[src/rtl/mult_share_arbiter.sv]
// rtl/mult_share_arbiter.sv - round-robin sequencer sharing one signed 32x32 multiplier among NREQ requesters
module mult_share_arbiter #(
   parameter int NREQ = 4,
   parameter int LAT  = 2
) (
   input  logic                 clk,
   input  logic                 rst,
   input  logic [NREQ-1:0]      req_valid,
   output logic [NREQ-1:0]      req_ready,
   input  logic [32*NREQ-1:0]   req_a,
   input  logic [32*NREQ-1:0]   req_b,
   output logic [31:0]          mul_a,
   output logic [31:0]          mul_b,
   input  logic [63:0]          mul_p,
   output logic [NREQ-1:0]      rsp_valid,
   input  logic [NREQ-1:0]      rsp_ready,
   output logic [63:0]          rsp_p,
   output logic                 busy
);

   localparam int PW = (NREQ > 1) ? $clog2(NREQ) : 1;

   typedef enum logic [1:0] {IDLE, WAIT, RESP} state_t;

   state_t        state, state_nxt;
   logic [PW-1:0] ptr, owner, grant_idx, ptr_nxt;
   logic          grant_found, grant;
   logic [3:0]    cnt;

   // Rotating priority: first pass covers ptr..NREQ-1, second pass wraps to 0..ptr-1.
   always_comb begin
      grant_found = 1'b0;
      grant_idx   = '0;
      for (int i = 0; i < NREQ; i++) begin
         if (!grant_found && req_valid[i] && (i >= int'(ptr))) begin
            grant_found = 1'b1;
            grant_idx   = PW'(i);
         end
      end
      for (int i = 0; i < NREQ; i++) begin
         if (!grant_found && req_valid[i]) begin
            grant_found = 1'b1;
            grant_idx   = PW'(i);
         end
      end
   end

   assign ptr_nxt = (grant_idx == PW'(NREQ - 1)) ? '0 : grant_idx + PW'(1);

   always_comb begin
      state_nxt = state;
      req_ready = '0;
      grant     = 1'b0;
      case (state)
         IDLE: begin
            if (grant_found && !rst) begin
               grant                = 1'b1;
               req_ready[grant_idx] = 1'b1;
               state_nxt            = WAIT;
            end
         end
         WAIT: begin
            if (cnt == 4'd0) state_nxt = RESP;
         end
         RESP: begin
            if (rsp_ready[owner]) state_nxt = IDLE;
         end
         default: state_nxt = IDLE;
      endcase
   end

   always_comb begin
      rsp_valid = '0;
      if (state == RESP) rsp_valid[owner] = 1'b1;
   end

   always_ff @(posedge clk) begin
      if (rst) begin
         state <= IDLE;
         ptr   <= '0;
         owner <= '0;
         cnt   <= '0;
         mul_a <= '0;
         mul_b <= '0;
         rsp_p <= '0;
         busy  <= 1'b0;
      end else begin
         state <= state_nxt;
         busy  <= (state_nxt != IDLE);
         if (grant) begin
            mul_a <= req_a[32*grant_idx +: 32];
            mul_b <= req_b[32*grant_idx +: 32];
            owner <= grant_idx;
            ptr   <= ptr_nxt;
            cnt   <= 4'(LAT - 1);
         end
         // Product is sampled only once the settle window has elapsed.
         if (state == WAIT) begin
            if (cnt == 4'd0) rsp_p <= mul_p;
            else             cnt   <= cnt - 4'd1;
         end
      end
   end

endmodule

[config.mk]
export PLATFORM = sky130hd
export DESIGN_NAME = mult_share_arbiter
export DESIGN_NICKNAME = d
export VERILOG_FILES = /design/src/rtl/mult_share_arbiter.sv
export SDC_FILE = /design/constraint.sdc
export NUM_CORES = 1
export LEC_CHECK = 0
export ABC_AREA = 0
export CAP_MARGIN = 30
export CORE_AREA = 4 4 181 183
export CTS_BUF_LIST = sky130_fd_sc_hd__clkbuf_8 sky130_fd_sc_hd__clkbuf_16
export CTS_CLUSTER_SIZE = 20
export DETAILED_ROUTE_END_ITERATION = 6
export DIE_AREA = 0 0 185 187
export GPL_TIMING_DRIVEN = 0
export PLACE_DENSITY = 0.67
export SYNTH_ARGS = -nofsm -noshare
export SYNTH_HDL_FRONTEND = slang
export SYNTH_SLANG_ARGS = --single-unit
[constraint.sdc]
create_clock -name clk -period 1.95 [get_ports clk]
set_input_delay 0.39 -clock clk [delete_from_list [all_inputs] [get_ports clk]]
set_output_delay 0.39 -clock clk [all_outputs]
set_load 0.005 [all_outputs]
==> results.yml <==
timing:
  period_share_pct: 116
  finalCriticalPeriod_ns: 2.26
  slew_violations: 0
  rsz0062_at_grt: "true"
  max_slew_margin_pct: 55.9
  tightest_slew_ns: 0.662
  fmax_mhz: 443
  hold_violations: 0
  fin_skew_ns: 0.0174
  worst_slack_ns: -0.308
  finalSetupViolCount: 36
die:
  die_h_um: 187
  start_util_pct: 22.9
  num_io_pins: 467
  die_area_mm2: 0.0346
  core_area_mm2: 0.0312
  chipWidth_um: 185
  num_rows: 65
critical_path:
  r2r_cells: 8
  crit_fanout: 4
  crit_chain: "dlygate4sd2_1 -> nor2b_4 -> a211oi_4 -> or2_4 -> buf_4 -> ha_4 -> and2_4 -> buf_6"
  crit_type: "in2out"
  reg2reg_to: "mul_a[18]"
  cp-start-kind: "input port"
  ff2ff_setup_slack_ns: -0.17
  cp_top_family: "simple AND/OR/NAND/NOR gates"
  arrival_ns: 1.87
  rr_startpoint: "ptr[0]"
  crit_buf_inv: 3
  crit_path_top_delay_cell: "dlygate4sd2_1"
  slowest_delay_ns: 0.31
  cp.required_ns: 1.56
  end_kind: "output port"
route:
  ant_nets: 0
  first_pass_iters: 4
  via_per_inst: 4.67
  wire_per_inst_um: 18.7
  drc: 0
  wirelength_um: 33400
  drt_iter0_markers: 362
  num_vias: 8351
grt:
  antenna_found_initial: 3
  grt_pass1_wl_um: 49200
  grt_util_met2_pct: 32.3
  grtUsageMet3_pct: 6.16
  overflow: 0
  grt_pass1_vias: 8614
  grt.busiest_layer: "met2"
  grt_usage_pct: 18.2
  grt_max_degree: 17
  grt_use_met1_pct: 20.8
synthesis:
  ys.flop_type: "dfxtp_1"
  post_synth_inst_count: 872
  syn_area_mm2: 0.00714
  yosysWarnings: 0
  post_synth.cell_area_avg_um2: 8.19
  synth-seq-cells: 139
  synth-edff-count: 0
  seq_area_frac_synth_pct: 39.0
  async_flop_share_pct: 0
  synth_cell_type_count: 42
  syn_nets: 1207
power:
  peakVddDrop_uv: 518
  power.leakage_nw: 4.96
  power_density_mw_per_mm2: 924
clock_tree:
  tritoncts: "yes"
  path_clk_slew_ns: 0.07
  cts.htree.levels: 4
  insertion_delay_ns: 0.42
  cts_buffers: 17
  clock_path_buffers: 2
  cts_sinks: 139
  root_buffer: "clkbuf_16"
  hold_buffers: 0
finish:
  final_nets: 1705
  final_common_cell: "clkdlybuf4s50_1"
  fin_util_pct: 42.5
  drive_gt1_share_pct: 10.6
  area_delta_synth_final_pct: 85.7
  n_fill_cell: 3125
  multiInputGateArea_mm2: 0.00410
  mostFrequentLayoutCells: "clkdlybuf4s50_1 (453), nand2_1 (201), dfxtp_1 (135)"
  stdcell_area_mm2: 0.0133
  regArea_mm2: 0.00279
status:
  status: "finished, violations left"
  violations: "setup timing"
placed_design:
  placed_cell_area_mm2: 0.0123
  port_buffers: 465
  dp_hpwl_um: 26500
  place.gp.congestion: 0.875
hold_path:
  min_to: "rsp_p[27]"
  worstHoldStart: "rsp_p[27]"
  hold_depth: 2
  holdCritPathClass: "reg2reg"
job:
  maxCapViolations: 0
## sequential cells by signal, summed over array words and instances, names as in the netlist
name   count
busy       1
cnt        4
mul_a     32
mul_b     32
owner      2
ptr        2
rsp_p     64
state      2
## kinds of logic after synthesis
group / share of synthesized area, %
compound gates: 24.2
fa+ha+maj: 0.876
buf+inv: 5.49
flops: 39.0
mux: 9.29
simple gates: 21.2
## power breakdown
part           internal (mW)  leakage, nW  switching [mW]
Combinational           2.75         3.53            2.33
Clock                   2.00        0.295            1.43
Sequential              3.42         1.14           0.328
## stage by stage
stage	TNS [ns]	setup slack, ns	total power [mW]	hold slack [ns]	instances
floorplan	0	0.143	5.96	0.453	872
global placement	-64.96	-1.18	8.52	0.442	1739
detailed placement	-72.69	-1.20	8.57	0.447	1739
CTS	-6.31	-0.340	12.3	0.456	1783
global route	-11.95	-0.398	13.0	0.471	1787
finish	-3.49	-0.308	12.3	0.454	1787
## tightest hold or removal path: cells and delay by family (launching register included)
kind	cells	cell delay [ns]
AO/OA/AOI/OAI	1	0.05
AND/OR/NAND/NOR	1	0.05
flip-flops	1	0.31
## repair_timing
action,in CTS,in global routing
endpoints found under the setup margin,133,128
pin swaps,8,2
buffers inserted,12,2
resized for setup,86,18
## area by class of cell
class,instances,area share [%]
Tap cell,402,3.79
Clock buffer,19,3.42
Inverter,5,0.236
Clock inverter,13,1.20
Buffer,76,3.39
Sequential cell,139,21.0
Multi-Input combinational cell,652,30.9
Antenna cell,2,0.0378
Timing Repair Buffer,479,36.0
## per-layer routing
| layer | up-vias | wire, um |
|---|---|---|
| met3 | 39 | 3040 |
| met5 | - | 13 |
| met4 | 2 | 724 |
| met1 | 3870 | 13000 |
| met2 | 381 | 16700 |
| li1 | 4059 | - |
## cells in the mapped netlist (all sizes together) (5+ instances only)
library cell | count | area [um^2]
nand2 | 202 | 761
mux2i | 64 | 641
ha | 5 | 62.6
and2 | 5 | 31.3
a21oi | 70 | 350
o21ai | 67 | 335
dfxtp | 139 | 2780
inv | 5 | 18.8
nor3b | 67 | 508
nor2 | 16 | 70.1
buf | 48 | 268
clkbuf | 28 | 105
o211ai | 63 | 473
o21a | 63 | 473
## worst max-delay path by stage
stage | from | end | slack (ns) | cells past startpoint
final | req_valid[2] | req_ready[1] | -0.31 | 8
after global routing | ptr[0] | req_ready[1] | -0.40 | 8
after CTS | ptr[0] | req_ready[3] | -0.34 | 8
after detailed placement | req_valid[0] | req_ready[3] | -1.20 | 9
after global placement | req_valid[0] | req_ready[3] | -1.18 | 9
after floorplan | req_valid[2] | req_ready[2] | 0.14 | 6
No activity file was read; power rests on OpenSTA's default activity.
